**config.mk**
```make
export PLATFORM = sky130hd
export DESIGN_NAME = seq_csa_mult
export DESIGN_NICKNAME = d
export VERILOG_FILES = /design/src/rtl/mult_pkg.sv /design/src/rtl/csa_row.sv /design/src/rtl/seq_csa_mult.sv
export SDC_FILE = /design/constraint.sdc
export NUM_CORES = 1
export LEC_CHECK = 0
export ABC_AREA = 1
export CAP_MARGIN = 5
export CELL_PAD_IN_SITES_DETAIL_PLACEMENT = 0
export CELL_PAD_IN_SITES_GLOBAL_PLACEMENT = 1
export CORE_MARGIN = 2
export CORE_UTILIZATION = 47
export DETAILED_ROUTE_END_ITERATION = 7
export GPL_TIMING_DRIVEN = 0
export PLACE_DENSITY = 0.94
export SYNTH_ARGS = -nofsm -noshare
export SYNTH_HDL_FRONTEND = slang
export SYNTH_SLANG_ARGS = --single-unit
```
**constraint.sdc**
```tcl
create_clock -name clk -period 6.4 [get_ports clk]
set_clock_uncertainty 0.2 [all_clocks]
set_input_delay 1.28 -clock clk [delete_from_list [all_inputs] [get_ports clk]]
set_output_delay 1.28 -clock clk [all_outputs]
set_load 0.05 [all_outputs]
```
**src/rtl/mult_pkg.sv**
```systemverilog
// Shared definitions for the sequential carry-save multiplier.
//   - FSM state encoding (IDLE, ACCUM, RESOLVE, DONE)
//   - cnt_w(width):  row-counter width for a given operand width
//   - prod_w(width): product width (2*width)
package mult_pkg;

   typedef logic [1:0] state_t;

   localparam state_t StIdle    = 2'd0;
   localparam state_t StAccum   = 2'd1;
   localparam state_t StResolve = 2'd2;
   localparam state_t StDone    = 2'd3;

   // A one-bit counter still needs one bit when width is a power of two of 1.
   function automatic int unsigned cnt_w(input int unsigned width);
      return (width > 1) ? $clog2(width) : 1;
   endfunction

   function automatic int unsigned prod_w(input int unsigned width);
      return 2 * width;
   endfunction

endpackage

```
**src/rtl/csa_row.sv**
```systemverilog
// N-bit 3:2 compressor built from independent per-bit full adders.
// Ports:
//   sum, carry, row  in   N  three operands to compress
//   sum_new          out  N  bitwise sum
//   carry_new        out  N  bitwise carry, unshifted (bit i has weight 2^(i+1))
module csa_row #(
   parameter int unsigned N = 16
) (
   input  logic [N-1:0] sum,
   input  logic [N-1:0] carry,
   input  logic [N-1:0] row,
   output logic [N-1:0] sum_new,
   output logic [N-1:0] carry_new
);

   for (genvar i = 0; i < N; i++) begin : g_fa
      assign sum_new[i]   = sum[i] ^ carry[i] ^ row[i];
      assign carry_new[i] = (sum[i] & carry[i]) | (sum[i] & row[i]) | (carry[i] & row[i]);
   end

endmodule

```
**src/rtl/seq_csa_mult.sv**
```systemverilog
// Sequential WIDTH x WIDTH multiplier. One partial-product row per cycle is folded into a
// carry-save accumulator; a single carry-propagate add resolves the product at the end.
// Latency from the accepting edge to out_valid is WIDTH+1 cycles.
//
// Optional feature: define SEQ_MULT_SIGNED_EN to honour is_signed (two's-complement
// multiply). Without it is_signed is ignored and every operation is unsigned.
//
// Ports:
//   clk, rst             clock, asynchronous active-high reset
//   in_valid, in_ready   operand handshake (in_ready only in IDLE, low during reset)
//   m, q, is_signed      multiplicand, multiplier, signed request (sampled at acceptance)
//   out_valid, out_ready product handshake
//   p                    2*WIDTH product, held from DONE entry until the next RESOLVE
//   busy                 high in every state except IDLE
module seq_csa_mult
   import mult_pkg::*;
#(
   parameter int unsigned WIDTH = 8
) (
   input  logic                     clk,
   input  logic                     rst,
   input  logic                     in_valid,
   output logic                     in_ready,
   input  logic [WIDTH-1:0]         m,
   input  logic [WIDTH-1:0]         q,
   input  logic                     is_signed,
   output logic                     out_valid,
   input  logic                     out_ready,
   output logic [prod_w(WIDTH)-1:0] p,
   output logic                     busy
);

   localparam int unsigned PW    = prod_w(WIDTH);
   localparam int unsigned CNT_W = cnt_w(WIDTH);

   state_t           state_q, state_d;
   logic [WIDTH-1:0] m_q, q_q;
   logic [PW-1:0]    sum_q, sum_d;
   logic [PW-1:0]    carry_q, carry_d;
   logic [PW-1:0]    p_q, p_d;
   logic [CNT_W-1:0] cnt_q, cnt_d;

   logic [PW-1:0]    row;
   logic [PW-1:0]    csa_sum, csa_carry;
   logic             neg_row;
   logic             accept;
   logic             last_row;
   logic             unused_carry_msb;

   assign in_ready  = (state_q == StIdle) & ~rst;
   assign out_valid = (state_q == StDone);
   assign busy      = (state_q != StIdle);
   assign p         = p_q;

   assign accept   = in_valid & in_ready;
   assign last_row = (cnt_q == CNT_W'(WIDTH - 1));

`ifdef SEQ_MULT_SIGNED_EN
   logic          sgn_q;
   logic [PW-1:0] m_ext;

   always_ff @(posedge clk or posedge rst) begin
      if (rst) begin
         sgn_q <= 1'b0;
      end else if (accept) begin
         sgn_q <= is_signed;
      end
   end

   // Signed: rows are sign-extended; the top row carries negative weight, so it is inverted
   // here and the +1 of the two's-complement negation enters through the carry LSB.
   always_comb begin
      m_ext   = {{WIDTH{sgn_q & m_q[WIDTH-1]}}, m_q};
      neg_row = sgn_q & last_row;
      row     = (m_ext & {PW{q_q[cnt_q]}}) << cnt_q;
      if (neg_row) begin
         row = ~row;
      end
   end
`else
   logic unused_is_signed;

   assign unused_is_signed = is_signed;
   assign neg_row          = 1'b0;
   assign row              = ({{WIDTH{1'b0}}, m_q} & {PW{q_q[cnt_q]}}) << cnt_q;
`endif

   csa_row #(
      .N (PW)
   ) u_csa_row (
      .sum       (sum_q),
      .carry     (carry_q),
      .row       (row),
      .sum_new   (csa_sum),
      .carry_new (csa_carry)
   );

   // The carry MSB would land at bit 2*WIDTH after the shift and falls outside the modulus.
   assign unused_carry_msb = csa_carry[PW-1];

   always_comb begin
      state_d = state_q;
      sum_d   = sum_q;
      carry_d = carry_q;
      cnt_d   = cnt_q;
      p_d     = p_q;
      case (state_q)
         StIdle: begin
            if (accept) begin
               state_d = StAccum;
               sum_d   = '0;
               carry_d = '0;
               cnt_d   = '0;
            end
         end
         StAccum: begin
            sum_d   = csa_sum;
            carry_d = {csa_carry[PW-2:0], neg_row};
            cnt_d   = cnt_q + CNT_W'(1);
            if (last_row) begin
               state_d = StResolve;
            end
         end
         StResolve: begin
            p_d     = sum_q + carry_q;
            state_d = StDone;
         end
         StDone: begin
            if (out_ready) begin
               state_d = StIdle;
            end
         end
         default: state_d = StIdle;
      endcase
   end

   always_ff @(posedge clk or posedge rst) begin
      if (rst) begin
         state_q <= StIdle;
         m_q     <= '0;
         q_q     <= '0;
         sum_q   <= '0;
         carry_q <= '0;
         cnt_q   <= '0;
         p_q     <= '0;
      end else begin
         state_q <= state_d;
         sum_q   <= sum_d;
         carry_q <= carry_d;
         cnt_q   <= cnt_d;
         p_q     <= p_d;
         if (accept) begin
            m_q <= m;
            q_q <= q;
         end
      end
   end

endmodule
```
==> flow_summary.ini <==
[route]
wl_per_cell_um = 12.92
drt-initial-drc-count = 89
drtAntennaViolNets = 0
via_count = 3331
viasPerCell = 5.070
drcViolationCount = 0
routed_wl_um = 8489
first_pass_iters = 4

[clocking]
cts-buffers-inserted = 9
clkTransAtPathRegs_ps = 80
cts_tree = yes
worstSkewPairLatency_ps = 360
cts_setup_buffers = 0
htreeDepth = 3
clk_path_buf_depth = 2
cts_sinks = 68
cts_root_buffer = clkbuf_8
cts-resized-gates = 0
holdBufCountCts = 0

[synthesis]
synth_ff_type = dfrtp_1
synth-seq-cells = 68
synth_top_area_share_pct = 41.11
ys_warn_count = 0
synthMuxAreaShare_pct = 0
syn-num-nets = 552
synth_largest_area_cell = dfrtp_1
syn-cell-area_sq_um = 4139
synth_xor_area_share_pct = 1.481
async_flop_share_pct = 100.0
synth-adder-area-share_pct = 13.91
synth.avg_cell_area_sq_um = 8.378
synth_top_family_by_area = simple AND/OR/NAND/NOR gates
synth_cell_types = 29
synth_edf_count = 0
ys_seq_area_share_pct = 41.11
synth_area_leaders = dfrtp_1 (41%), nand2_1 (12%), fa_1 (7.3%)
synth_simple_gate_area_share_pct = 24.15
synth_compound_area_share_pct = 10.34
synthCells = 494

[die]
fp-row-count = 34
die_x_um = 97.84
core_area_sq_um = 8636
dieArea_sq_um = 9573
io_pins = 40
dieHeight_um = 97.84
initial_core_util_pct = 47.93

[timing]
setup_ws_ps = 2236
finalCriticalPeriod_ps = 4164
worstMarginPinSlew_ps = 547.9
hold_slack_ps = 280.5
finalMaxSlewViolations = 0
max_slew_margin_pct = 63.42
final.setup.tns_ps = 0
period_share_pct = 65.06
fmax_mhz = 240.2
finalSetupViolCount = 0
rsz0062_at_grt = no
hold_viol = 0

[cells_and_area]
fin_area_sq_um = 4852
area_growth_pct = 17.23
drive_gt1_share_pct = 8.743
mostFrequentLayoutCells = nand2_1 (132), dfrtp_1 (68), inv_1 (60)
finalNonFillerCells = 657
antenna_cells = 0
nNetsFinal = 602
final_common_cell = nand2_1

[power_and_ir_drop]
leakage_nw = 2.269
vdd_drop_max_uv = 197.8
powerDensity_nw_per_um2 = 463.8

[critical_path]
cp.arrival_ps = 2680
worstSetupPathType = in -> out
cp_common_cell = clkdlybuf4s50_1
cp_max_fo = 2
start_kind = input pin
cp-end-kind = primary output
crit_family = buffers and inverters
path_cells = clkdlybuf4s50_1, nor2_1, clkdlybuf4s50_1
timing.critical_path.buf_inv = 2
max_stage_delay_ps = 820
crit_path_top_delay_cell = clkdlybuf4s50_1
critPathRequiredTime_ps = 4920

[placement]
pre_cts_slack_ps = 2222
placed_cells = 641
place_congestion = 0.9064
post-dp-hpwl_um = 6716
port-buffer-count = 38
placed_area_sq_um = 4674

[global_route]
met1_usage_pct = 24.79
grt_pass1_vias = 3378
met3_usage_pct = 4.796
grt_first_pass_wirelength_um = 15270
track_usage_pct = 19.60
antenna_found_initial = 0
grt-ovfl-total = 0
grt_max_degree = 45
grt_use_met2_pct = 33.88
grt.busiest_layer = met2

[run_status]
status = finished clean

[worst_hold_path]
hold_path_class = reg -> reg

[job]
drv_cap = 0
[tightest hold or removal path, stage by stage (launching register included)]
cell and delay [ps]:
dfrtp_1 350, nand2_1 50, nand2_1 50
[state kept, by name (all words and copies together) (netlist names)]
| register | cells |
|---|---|
| q_q | 8 |
| cnt_q | 3 |
| state_q | 2 |
| carry_q | 15 |
| m_q | 8 |
| p | 16 |
| sum_q | 16 |
[Yosys cell counts, types with 5 or more instances]
| master | count |
|---|---|
| nand3_1 | 52 |
| dfrtp_1 | 68 |
| nand3_2 | 5 |
| o22ai_1 | 28 |
| nor2_1 | 20 |
| ha_1 | 22 |
| nand2_1 | 132 |
| o21ai_0 | 25 |
| inv_1 | 61 |
| a21oi_1 | 14 |
| buf_2 | 8 |
| fa_1 | 15 |
[layer usage]
metal | share of wire (%) | up-vias | wire, um
met2 | 49 | 50 | 4181
met1 | 46 | 1557 | 3871
met3 | 3.5 | 12 | 294
met5 | 0 | - | 0
li1 | - | 1712 | -
met4 | 1.6 | 0 | 140
[cell type report]
class	instances	area, sq um
multi-input combinational	345	2064
clock inverter	7	53.80
buffer	19	137.6
inverter	62	235.2
clock buffer	9	123.9
timing repair buffer	39	400.4
tap	108	135.1
fill	771	3784
sequential	68	1702
[where the power goes]
group	total, W	internal [W]	switching (W)
clock	0.000328	0.000141	0.000187
combinational	0.00126	0.000455	0.000803
sequential	0.000665	0.000578	0.0000869
[logic make-up (layout without fill, tap and decap cells)]
kind of cell,Yosys count,count (layout)
AOI/OAI and AO/OA,76,76
xor gates and xnor gates,7,7
buffers and inverters,81,136
adders and majority gates,37,37
DFF,68,68
and+or+nand+nor,225,225
[final timing paths]
kind,slack [ps],start,end,cells after the start
min in group asynchronous,1100,rst,state_q[0],2
worst max-delay path,2240,rst,in_ready,3
worst min register to register,280,p[2],p[2],2
worst max register to register,4060,cnt_q[0],sum_q[4],13
max in group asynchronous,4270,rst,carry_q[10],3
worst min-delay path,280,p[2],p[2],2
[through the flow]
| step | total power, W | utilization [%] |
|---|---|---|
| floorplan | 0.001618 | - |
| global placement | 0.001895 | 53.90 |
| detailed placement | 0.001934 | 54.13 |
| CTS | 0.002268 | 56.19 |
| global route | 0.002468 | 56.19 |
| finish | 0.002250 | 56.19 |
No activity file was read; power rests on OpenSTA's default activity.
==> RTL edit, RTL diff (config.mk and constraints unchanged) <==
The parameter `WIDTH` goes from 8 to 9.
--- a/src/rtl/seq_csa_mult.sv
+++ b/src/rtl/seq_csa_mult.sv
@@ -15,7 +15,7 @@
 module seq_csa_mult
    import mult_pkg::*;
 #(
-   parameter int unsigned WIDTH = 8
+   parameter int unsigned WIDTH = 9
 ) (
    input  logic                     clk,
    input  logic                     rst,
Ports: changed (resized m, p and q); port bits go from 40 to 44. The function was not compared with the original's and may differ.
==> RTL edit against the original RTL <==
  * Count of clock-buffer cells in the layout is the same
  * Via count grew 19%
  * Worst setup slack lost 38 ps
  * Total power grew 25%
  * Synthesized area grew 13%
  * Hold slack lost 3.0 ps
  * Design area grew 14%
  * Wire length grew 25%
  * Sequential cell count grew 9
  * Critical endpoint unchanged
  * Largest cell class unchanged
  * Largest power group unchanged
==> RTL edit: results (changes against the original RTL) <==
- CTS Root Cell: clkbuf_8
- Layout Nets: 689 (+14%)
- Hpwl dp: 8260 microns (+23%)
- CP arrival: 2720 ps (+40 ps)
- Total CTS buffers: 9 (unchanged)
- Starting DRC count in detailed routing: 163 (+83%)
- Overall Global Routing Usage: 21.2% (+1.6 points)
- Fill count: 922 (+20%)
- Status: finished clean
- Routed wire length: 10600 microns (+25%)
- RD Place Congestion: 0.864 (-4.7%)
- Placed instance count: 747 (+17%)
- Vias in the first global route: 3842 (+14%)
- Leak: 0.00254 uW (+12%)
- Main synth FF type: dfrtp_1
- Layout cells sized above 1: 5.71% (-3.0 points)
- Wire per inst: 13.9 microns (+7.4%)
- Max stage delay on crit path: 830 ps
- Clock Path Buffers: 2 (unchanged)
- Warnings, synthesis: 0 (unchanged)
- Postcts setup bufs: 0 (unchanged)
- Largest net degree at the start of global routing: 56 (+24%)
- Internal power: 1470 uW (+25%)
- Vias per inst: 5.19 (+2.4%)
- Syn nets: 635 (+15%)
- First-pass GRT wire length: 18200 microns (+19%)
- Dpl cell area: 0.00529 sq mm (+13%)
- Synth area leaders: dfrtp_1 41%, nand2_1 12%, nand3_1 7.8%, fa_1 7.3%, ha_1 6.4%
- Synth top cells by count: 144 x nand2_1, 77 x dfrtp_1, 73 x nand3_1
- I/O Buffers: 42 (+11%)
- Setup slack at placement: 2200 ps (-24.1 ps)
- Synth cell types: 32 (+10%)
- Maximum vdd drop: 0.000224 V (+13%)
- Delay-heaviest family, CP: buffers and inverters
- Slew HR: 63.3% (-0.17 points)
- Sequential area share after synthesis: 41.2% (+0.12 points)
- Mapped Cells: 571 (+16%)
[RTL edit: cell type report]
cell class              instances  area [sq um]  share of cell area (%)
plain buffers                  26           113                    2.03
repair buffers                 43           448                    8.09
clock inverters                 7           124                    2.24
clock buffers                   9           124                    2.24
flip-flops and latches         77          1930                    34.8
inverters                      66           250                    4.52
multi-input cells             402          2390                    43.1
well taps                     133           166                    3.00
[RTL edit: layer usage]
metal | global-route usage (%) | vias to the layer above | share of wire, %
met3 | 2.83 | 14 | 2.9
met2 | 37.0 | 73 | 50
met1 | 26.3 | 1866 | 45
li1 | - | 2007 | -
met5 | 0 | - | 0
met4 | 9.36 | 0 | 2.0
[RTL edit: worst paths after layout]
path                                           start                     to  slack [ps]  cells past startpoint
max in group asynchronous                        rst  sum_q[13]$_DFFE_PP0P_        4400                      3
worst min-delay path                p[1]$_DFFE_PP0P_       p[1]$_DFFE_PP0P_         280                      2
worst max-delay path                             rst               in_ready        2200                      3
worst min register to register      p[1]$_DFFE_PP0P_       p[1]$_DFFE_PP0P_         280                      2
min in group asynchronous                        rst     q_q[7]$_DFFE_PP0P_        1050                      2
worst max register to register  cnt_q[1]$_DFFE_PP0P_  sum_q[13]$_DFFE_PP0P_        3690                     14
[RTL edit: power by group through the flow]
stage	Combinational [uW]	Clock [uW]	Sequential (uW)
detailed placement	1560	0	800
floorplan	1010	0	930
global route	1760	482	817
global placement	1530	0	791
CTS	1570	464	792
finish	1560	452	790
[RTL edit: cells by family after synthesis]
logic type	Yosys count	synth area share [%]
AO/OA/AOI/OAI	93	11.4
XOR/XNOR	11	2.06
buffers and inverters	92	7.71
AND/OR/NAND/NOR	257	23.9
adder cells (fa/ha/maj)	41	13.7
flip-flops	77	41.2
